[src/rtl/hazard_scoreboard.sv]
// Hazard/forwarding controller: STAGES-deep destination scoreboard beside ID.
// Optional perf counters (stall_cycles, fwd_events) are enabled by HAZARD_PERF_EN.
module hazard_scoreboard #(
    parameter int ADDR_W     = 5,
    parameter int STAGES     = 3,
    parameter int LOAD_STAGE = 2,
    parameter int ZERO_REG   = 31,
    parameter int SEL_W      = $clog2(STAGES + 1)
) (
    input  logic              clk,
    input  logic              reset,
    input  logic              id_valid,
    input  logic [ADDR_W-1:0] id_rn,
    input  logic [ADDR_W-1:0] id_rm,
    input  logic              id_rn_used,
    input  logic              id_rm_used,
    input  logic [ADDR_W-1:0] id_rd,
    input  logic              id_regwrite,
    input  logic              id_is_load,
    input  logic              flush,
    output logic [SEL_W-1:0]  fwd_a_sel,
    output logic [SEL_W-1:0]  fwd_b_sel,
    output logic              stall
`ifdef HAZARD_PERF_EN
    ,
    output logic [31:0]       stall_cycles,
    output logic [31:0]       fwd_events
`endif
);

    localparam logic [ADDR_W-1:0] ZR = ADDR_W'(ZERO_REG);

    typedef struct packed {
        logic              valid;
        logic [ADDR_W-1:0] rd;
        logic              regwrite;
        logic              is_load;
    } entry_t;

    // sb[0] is stage 1 (EX), sb[STAGES-1] is stage STAGES (WB).
    entry_t sb [STAGES];

    logic haz_a;
    logic haz_b;

    function automatic logic writes(input entry_t e, input logic [ADDR_W-1:0] r);
        return e.valid && e.regwrite && (e.rd == r) && (e.rd != ZR);
    endfunction

    // Scanning oldest to youngest lets the youngest writer overwrite older results.
    always_comb begin
        fwd_a_sel = '0;
        fwd_b_sel = '0;
        haz_a     = 1'b0;
        haz_b     = 1'b0;
        for (int k = STAGES; k >= 1; k--) begin
            if (id_rn_used && (id_rn != ZR) && writes(sb[k-1], id_rn)) begin
                haz_a     = sb[k-1].is_load && (k < LOAD_STAGE);
                fwd_a_sel = haz_a ? '0 : SEL_W'(k);
            end
            if (id_rm_used && (id_rm != ZR) && writes(sb[k-1], id_rm)) begin
                haz_b     = sb[k-1].is_load && (k < LOAD_STAGE);
                fwd_b_sel = haz_b ? '0 : SEL_W'(k);
            end
        end
    end

    assign stall = id_valid && !flush && (haz_a || haz_b);

    always_ff @(posedge clk or negedge reset) begin
        if (!reset) begin
            for (int k = 0; k < STAGES; k++) begin
                sb[k] <= '0;
            end
        end else begin
            for (int k = STAGES - 1; k >= 1; k--) begin
                sb[k] <= sb[k-1];
            end
            if (id_valid && !stall && !flush) begin
                sb[0] <= '{valid: 1'b1, rd: id_rd, regwrite: id_regwrite, is_load: id_is_load};
            end else begin
                sb[0] <= '0;
            end
        end
    end

`ifdef HAZARD_PERF_EN
    // Both counters saturate rather than wrap.
    always_ff @(posedge clk or negedge reset) begin
        if (!reset) begin
            stall_cycles <= '0;
            fwd_events   <= '0;
        end else begin
            if (stall && (stall_cycles != 32'hFFFF_FFFF)) begin
                stall_cycles <= stall_cycles + 32'd1;
            end
            if (((fwd_a_sel != '0) || (fwd_b_sel != '0)) && (fwd_events != 32'hFFFF_FFFF)) begin
                fwd_events <= fwd_events + 32'd1;
            end
        end
    end
`endif

endmodule

[config.mk]
export PLATFORM = sky130hd
export DESIGN_NAME = hazard_scoreboard
export DESIGN_NICKNAME = d
export VERILOG_FILES = /design/src/rtl/hazard_scoreboard.sv
export SDC_FILE = /design/constraint.sdc
export NUM_CORES = 1
export LEC_CHECK = 0
export CAP_MARGIN = 0
export CORE_MARGIN = 4
export CORE_UTILIZATION = 48
export CTS_CLUSTER_SIZE = 16
export DETAILED_ROUTE_END_ITERATION = 8
export HOLD_SLACK_MARGIN = 0.15
export PLACE_DENSITY = 0.81
export SYNTH_ARGS = -nofsm -noshare
export SYNTH_HDL_FRONTEND = slang
export SYNTH_SLANG_ARGS = --single-unit
[constraint.sdc]
create_clock -name clk -period 2.3 [get_ports clk]
set_clock_uncertainty 0.2 [all_clocks]
set_input_delay 0.46 -clock clk [delete_from_list [all_inputs] [get_ports clk]]
set_output_delay 0.46 -clock clk [all_outputs]
set_load 0.005 [all_outputs]
# [After elaboration in Yosys (flattened, before gate mapping)]
# Cells that the tools add are included.
[word_totals] reg_bits=22 inputBits=23
[classes] n_reduce_logical=30 n_eq_ne=11 n_mux=10
[ops] op="equality test 5 bit" count=6
[ops] op="logical AND 1 bit" count=27
[ops] op="inequality test 5 bit, second input constant" count=5
[ops] op="2-to-1 mux 2 bit" count=6
[ops] op="2-to-1 mux 8 bit" count=1
[ops] op="2-to-1 mux 1 bit" count=3
[ops] op="logical NOT 1 bit" count=2
[ops] op="logical OR 1 bit" count=1

# [Logic depth before layout (Yosys ltp)]
# Gate-level depths: netlist (run 1).
[depth] depth_word=11 depth_mapped=5 ltp_nobuf=5

# [Least setup slack after synthesis (run 1)]
# Ideal clock, no wire load.
[synth_timing] kind="in2out" startpoint="input port id_rn[3]" endpoint="output port stall" path_stages=5 arrival_ps=1342 n_path_buf=0 setup_slack_ps=298 path_cell_list="xor2_1 > nor3_1 > and4_4 > o21ai_4 > nor3b_1"
[synth_between] elab_chain_len=7 elab_cells_between_ends=9
[synth_rtl] element="start: declaration" line="13" text="input logic [ADDR_W-1:0] id_rn,"
[synth_rtl] element="equality test 5 bit" line="47" text="return e.valid && e.regwrite && (e.rd == r) && (e.rd != ZR);"
[synth_rtl] element="logical AND 1 bit (2 in series)" line="47"
[synth_rtl] element="logical AND 1 bit *" line="57" text="if (id_rn_used && (id_rn != ZR) && writes(sb[k-1], id_rn)) begin"
[synth_rtl] element="2-to-1 mux 1 bit *" line="57"
[synth_rtl] element="logical OR 1 bit *" line="68" text="assign stall = id_valid && !flush && (haz_a || haz_b);"
[synth_rtl] element="logical AND 1 bit *" line="68"
[synth_rtl] element="end: declaration" line="23" text="output logic stall"
# Mark *: on every way between the ends. The rest lies on a longest branch, timed or not.

# [Worst setup path in the final report (run 1)]
[layout_timing] startpoint="register sb[18] (netlist bit)" endpoint="output port fwd_b_sel[0]"
[layout_between] elab_chain_len=5 elab_cells_between_ends=6
[layout_rtl] element="start: declaration" line="41" text="entry_t sb [STAGES];"
[layout_rtl] element="start signal: indexed assignment" line="77" text="sb[k] <= sb[k-1];"
[layout_rtl] element="equality test 5 bit" line="47"
[layout_rtl] element="logical AND 1 bit" line="47"
[layout_rtl] element="logical AND 1 bit *" line="47"
[layout_rtl] element="logical AND 1 bit *" line="61" text="if (id_rm_used && (id_rm != ZR) && writes(sb[k-1], id_rm)) begin"
[layout_rtl] element="2-to-1 mux 2 bit *" line="61"
[layout_rtl] element="end: declaration" line="22" text="output logic [SEL_W-1:0] fwd_b_sel,"
# Marks and branches as above.

==> results of run 1 <==
cells by family after synthesis:
| logic type | Yosys count | synth area share |
|---|---|---|
| mux | 2 | 0.0177 |
| flops | 22 | 0.487 |
| compound gates | 3 | 0.0232 |
| xor+xnor | 30 | 0.232 |
| simple gates | 46 | 0.240 |
cells in the mapped netlist (all sizes together):
cell type / count / area (sq um)
nor2b: 1 / 6.26
nand4: 4 / 25.0
nor3: 12 / 60.1
nand3: 11 / 55.1
and4: 2 / 22.5
nand2b: 2 / 12.5
xor2: 30 / 263
nor3b: 1 / 7.51
mux2i: 2 / 20.0
o21ai: 1 / 16.3
and2: 1 / 7.51
dfrtp: 22 / 551
a21oi: 2 / 10.0
and3: 12 / 75.1
path summary, 6_finish.rpt:
path                                    endpoint  cells after the start        startpoint
worst max-delay path                fwd_b_sel[0]                      6  sb[18]$_DFF_PN0_
worst min-delay path            sb[15]$_DFF_PN0_                      0  sb[23]$_DFF_PN0_
worst max register to register  sb[23]$_DFF_PN0_                      7  sb[19]$_DFF_PN0_
worst min register to register  sb[15]$_DFF_PN0_                      0  sb[23]$_DFF_PN0_
max in group asynchronous       sb[12]$_DFF_PN0_                      2             reset
min in group asynchronous       sb[18]$_DFF_PN0_                      2             reset
repair_timing:
| action | 4_1_cts | 5_1_grt |
|---|---|---|
| pin swaps | 15 | 6 |
| endpoints found under the setup margin | 5 | 5 |
| setup buffers | 11 | 2 |
| resized for setup | 60 | 6 |
cell type report:
class,instances,share of cell area
repair buffers,45,0.240
flip-flops and latches,22,0.340
multi-input cells,81,0.384
well taps,28,0.0216
clock buffers,3,0.0139
through the flow:
stage          power (mW)  instances
3_3_place_gp        0.533        164
6_report            0.697        179
3_5_place_dp        0.538        164
5_1_grt             0.738        179
4_1_cts             0.696        177
2_1_floorplan       0.463        103
metal layers:
| layer | global-route usage | up-vias | routed length (um) |
|---|---|---|---|
| li1 | - | 469 | - |
| met3 | 0.0322 | 11 | 172 |
| met4 | 0.102 | 0 | 94 |
| met1 | 0.225 | 465 | 1190 |
| met2 | 0.304 | 47 | 1430 |
| met5 | 0 | - | 0 |
power groups by stage:
stage | clock, mW | combinational (mW) | sequential [mW]
after floorplan | 0 | 0.0403 | 0.423
after global placement | 0 | 0.107 | 0.426
after detailed placement | 0 | 0.111 | 0.428
after CTS | 0.162 | 0.116 | 0.418
after global routing | 0.187 | 0.130 | 0.421
final | 0.158 | 0.120 | 0.419
==> run_results.csv, run 1 <==
group,metric,value,unit
status,outcome,"finished, violations left",
status,violations,"setup timing",
clock_tree,worstSkewPairLatency,0.29,ns
global_route,grt_pass1_vias,1016,
clock_tree,clock-sinks,22,
floorplan,start_util,0.506,
yosys,syn-num-nets,126,
setup_path,cp-start-kind,"flop",
final_layout,max_flop_register,"sb",
clock_tree,cts_buffers,3,
final_layout,final-seq-area,552,sq um
floorplan,ioPinCount,28,
routing,drt-pass1-iter-count,4,
final_layout,mostFrequentLayoutCells,"xor2_1 (30), dfrtp_1 (21), buf_4 (15)",
pwr,powerDensity,430,nW/um^2
routing,drc,0,
pwr,ir_worst_vdd,0.000393,V
routing,drt_wl_total,2880,um
timing,setup_viol,4,
timing,holdWs,0.211,ns
final_layout,nFillCells,155,
yosys,synth_area,1130,sq um
pwr,p_leak,0.794,nW
yosys,synth.avg_cell_area,11.0,sq um
placement,port_buffers,27,
global_route,grt_pass1_wl,4550,um
timing,period_minus_slack,2.46,ns
setup_path,cp_slowest_stage_delay,0.42,ns
clock_tree,clk_pin_slew,0.11,ns
final_layout,multi_input_area,623,sq um
floorplan,die_y,56.5,um
timing,setup-tns-final,-0.424,ns
floorplan,rows,17,
setup_path,cp_max_fo,3,
placement,dpl_cell_area,1480,sq um
setup_path,cp_slowest_cell,"dfrtp_1",
global_route,grt_usage,0.184,
pwr,pwr-share-clk,0.227,
timing,rsz0062_at_grt,"true",
timing,clock.fmax,407,MHz
routing,drt-initial-drc-count,22,
final_layout,mostFrequentLayoutCell,"xor2_1",
setup_path,worstPathCellList,"buf_4 > xor2_1 > nor3_1 > and4_4 > mux2i_1 > buf_2",
timing,hold_viol_final,0,
timing,relSlewSlack,0.766,
final_layout,antenna_cells,0,
global_route,antenna_found_initial,0,
final_layout,fin_nets,176,
placement,place_ws,-0.839,ns
floorplan,die_area,3200,sq um
final_layout,final_layout_size_suffix_gt1_frac,0.331,
floorplan,fp.dieW,56.5,um
setup_path,required,1.64,ns
yosys,ys_warn_count,0,
timing,layout_setup_ws,-0.160,ns
timing,finalCritPeriodShare,1.07,
clock_tree,cts_tree,"yes",
global_route,overflow,0,
floorplan,core_area,2230,sq um
timing,worstMarginPinSlew,0.350,ns
clock_tree,cts_hold_buffers,0,
placement,gp_congestion,0.934,
setup_path,path_class,"flop to output pin",
timing,slew_violations,0,
routing,num_vias,992,
clock_tree,h-tree-depth,1,
pwr,swShare,0.242,
clock_tree,cts_buffer_depth,2,
global_route,grt_max_degree,23,
final_layout,postLayoutCoreUtil,0.726,
placement,dp_hpwl,2150,um
setup_path,cp_top_family,"simple AND/OR/NAND/NOR gates",
yosys,ys_types,14,
pwr,intPower,0.528,mW
yosys,ys_seq_area_frac,0.487,
pwr,seqPwrFrac,0.601,
setup_path,cp.arrival,1.80,ns
routing,ant_nets,0,
pwr,comb_power_share,0.172,
pwr,p_switching,0.169,mW
min_path,hold_class,"flop to flop",
final_layout,area_growth,43.4,%
setup_path,crit_buf_inv,2,
final_layout,top_regs,"sb x22",
clock_tree,root_buffer,"clkbuf_4",
routing,vias_per_cell,5.54,
setup_path,critPathCaptureType,"output pin",
flow_run,cap_violations,0,
final_layout,final_area,1620,sq um
yosys,ys_ff_latch,22,
routing,wl_per_cell,16.1,um
final_layout,largest_reg_flops,22,
setup_path,r2r_slack,0.44,ns
yosys,synthCells,103,
No activity file was read; power rests on OpenSTA's default activity.
==> run 2, diff against run 1 <==
--- a/config.mk
+++ b/config.mk
@@ -7,11 +7,11 @@
 export LEC_CHECK = 0
 export CAP_MARGIN = 0
 export CORE_MARGIN = 4
-export CORE_UTILIZATION = 48
+export CORE_UTILIZATION = 45
 export CTS_CLUSTER_SIZE = 16
 export DETAILED_ROUTE_END_ITERATION = 8
 export HOLD_SLACK_MARGIN = 0.15
-export PLACE_DENSITY = 0.81
+export PLACE_DENSITY = 0.77
 export SYNTH_ARGS = -nofsm -noshare
 export SYNTH_HDL_FRONTEND = slang
 export SYNTH_SLANG_ARGS = --single-unit
==> run_results.csv, run 2 (synthesis results as in run 1) <==
group,metric,value,unit
status,outcome,"finished, violations left",
status,violations,"setup timing",
clock_tree,worstSkewPairLatency,0.31,ns
pwr,power.total,0.749,mW
timing,setup_viol,5,
final_layout,mostFrequentLayoutCells,"xor2_1 (30), dfrtp_1 (21), buf_4 (13)",
final_layout,fin_nets,175,
timing,clock.fmax,393,MHz
global_route,busiest_layer,"met2",
floorplan,rows,17,
final_layout,top_regs,"sb x22",
floorplan,ioPinCount,28,
global_route,grt_usage,0.193,
timing,worstMarginPinSlew,0.363,ns
global_route,met3_usage,0.0401,
final_layout,area_growth,43.8,%
clock_tree,cts_tree,"yes",
min_path,hp-start,"sb[15]$_DFF_PN0_",
floorplan,start_util,0.492,
placement,dpl.cell_count,166,
clock_tree,root_buffer,"clkbuf_4",
global_route,antenna_found_initial,0,
global_route,grt_pass1_vias,1071,
min_path,hold_class,"flop to flop",
routing,vias_per_cell,5.55,
clock_tree,cts_buffer_depth,2,
setup_path,critPathCaptureType,"output pin",
setup_path,cp.arrival,1.88,ns
setup_path,r2r_end,"sb[22]$_DFF_PN0_",
routing,ant_nets,0,
setup_path,cp_slowest_cell,"dfrtp_1",
setup_path,required,1.64,ns
clock_tree,clk_pin_slew,0.12,ns
global_route,grtUsageMet1,0.225,
setup_path,cp-start-kind,"flop",
clock_tree,cts_hold_buffers,0,
setup_path,r2r_slack,0.42,ns
pwr,p_leak,0.803,nW
setup_path,worst_r2r_startpoint,"sb[20]$_DFF_PN0_",
placement,place_ws,-0.931,ns
clock_tree,clock-sinks,22,
routing,drc,0,
final_layout,final_layout_size_suffix_gt1_frac,0.285,
setup_path,r2r_cells,7,
routing,drt-initial-drc-count,18,
global_route,met2_usage,0.337,
timing,slew_violations,0,
setup_path,worstPathCellList,"xor2_1 > nor3_2 > and4_4 > buf_4 > buf_4 > mux2i_1 > buf_2",
placement,port_buffers,27,
global_route,grt_max_degree,23,
flow_run,cap_violations,0,
floorplan,core_area,2300,sq um
clock_tree,cts_buffers,3,
placement,gp_congestion,0.898,
floorplan,die_y,58.1,um
global_route,grt_pass1_wl,4870,um
timing,hold_viol_final,0,
timing,holdWs,0.217,ns
floorplan,die_area,3380,sq um
timing,rsz0062_at_grt,"true",
routing,drt-pass1-iter-count,4,
setup_path,crit_buf_inv,3,
timing,finalCritPeriodShare,1.11,
final_layout,postLayoutCoreUtil,0.708,
floorplan,fp.dieW,58.1,um
routing,wl_per_cell,17.0,um
placement,dp_hpwl,2260,um
setup_path,path_class,"flop to output pin",
timing,period_minus_slack,2.54,ns
setup_path,critPathMostFrequentCell,"buf_4",
clock_tree,h-tree-depth,1,
setup_path,cp_max_fo,4,
setup_path,cp_slowest_stage_delay,0.44,ns
min_path,hold_depth,0,
final_layout,largest_reg_flops,22,
global_route,overflow,0,
final_layout,max_flop_register,"sb",
final_layout,final_cells,179,
routing,drt_wl_total,3050,um
setup_path,cp_top_family,"simple AND/OR/NAND/NOR gates",
pwr,ir_worst_vdd,0.000388,V
timing,relSlewSlack,0.757,
timing,layout_setup_ws,-0.244,ns
final_layout,mostFrequentLayoutCell,"xor2_1",
routing,num_vias,994,
final_layout,antenna_cells,0,
min_path,whs_endpoint,"sb[7]$_DFF_PN0_",
pwr,powerDensity,460,nW/um^2
## run 2: changes by cell type in the layout (fill, tap and decap cells not counted), moves of 2 or more
cell / before / now
clkdlybuf4s15_2: 8 / 5
clkdlybuf4s15_1: 0 / 3
dlygate4sd2_1: 2 / 4
buf_4: 15 / 13
## run 2: per-layer routing
layer  share of wire  vias to the layer above  wire, um
met5               0                        -         0
met1            0.40                      485      1220
met3           0.065                        8       197
met2            0.51                       37      1560
li1                -                      464         -
met4           0.021                        0        65
## run 2: worst max path at each step
stage	startpoint	to	slack [ns]	cells past startpoint
floorplan	id_rn[3]	stall	0.30	5
global placement	id_rn[2]	stall	-0.89	7
detailed placement	id_rn[2]	stall	-0.93	7
CTS	sb[22]$_DFF_PN0_	stall	-0.31	7
global route	sb[20]$_DFF_PN0_	fwd_a_sel[0]	-0.36	7
finish	sb[20]$_DFF_PN0_	fwd_a_sel[0]	-0.24	7
## run 2: what timing repair did
| item | in CTS | in global routing |
|---|---|---|
| setup buffers | 6 | 3 |
| pin swaps | 10 | 11 |
| gates resized for setup | 50 | 7 |
| setup endpoints to repair | 5 | 5 |
## run 2: where the power goes
group          total (mW)  internal (mW)  switching, mW
sequential          0.420          0.402         0.0180
combinational       0.116         0.0623         0.0532
clock               0.213         0.0969          0.116
total               0.749          0.561          0.187
## run 2: through the flow
| step | setup TNS [ns] | instance area [sq um] |
|---|---|---|
| after CTS | -0.889 | 1580 |
| after global placement | -4.98 | 1500 |
| after detailed placement | -5.19 | 1500 |
| after global routing | -1.32 | 1630 |
| final | -0.820 | 1630 |
| after floorplan | 0 | 1130 |
## run 2: layout make-up
cell class / instances / area, sq um
Timing Repair Buffer: 44 / 389
Sequential cell: 22 / 552
Clock buffer: 4 / 36.3
Tap cell: 28 / 35.0
Multi-Input combinational cell: 81 / 614
Fill cell: 197 / 671
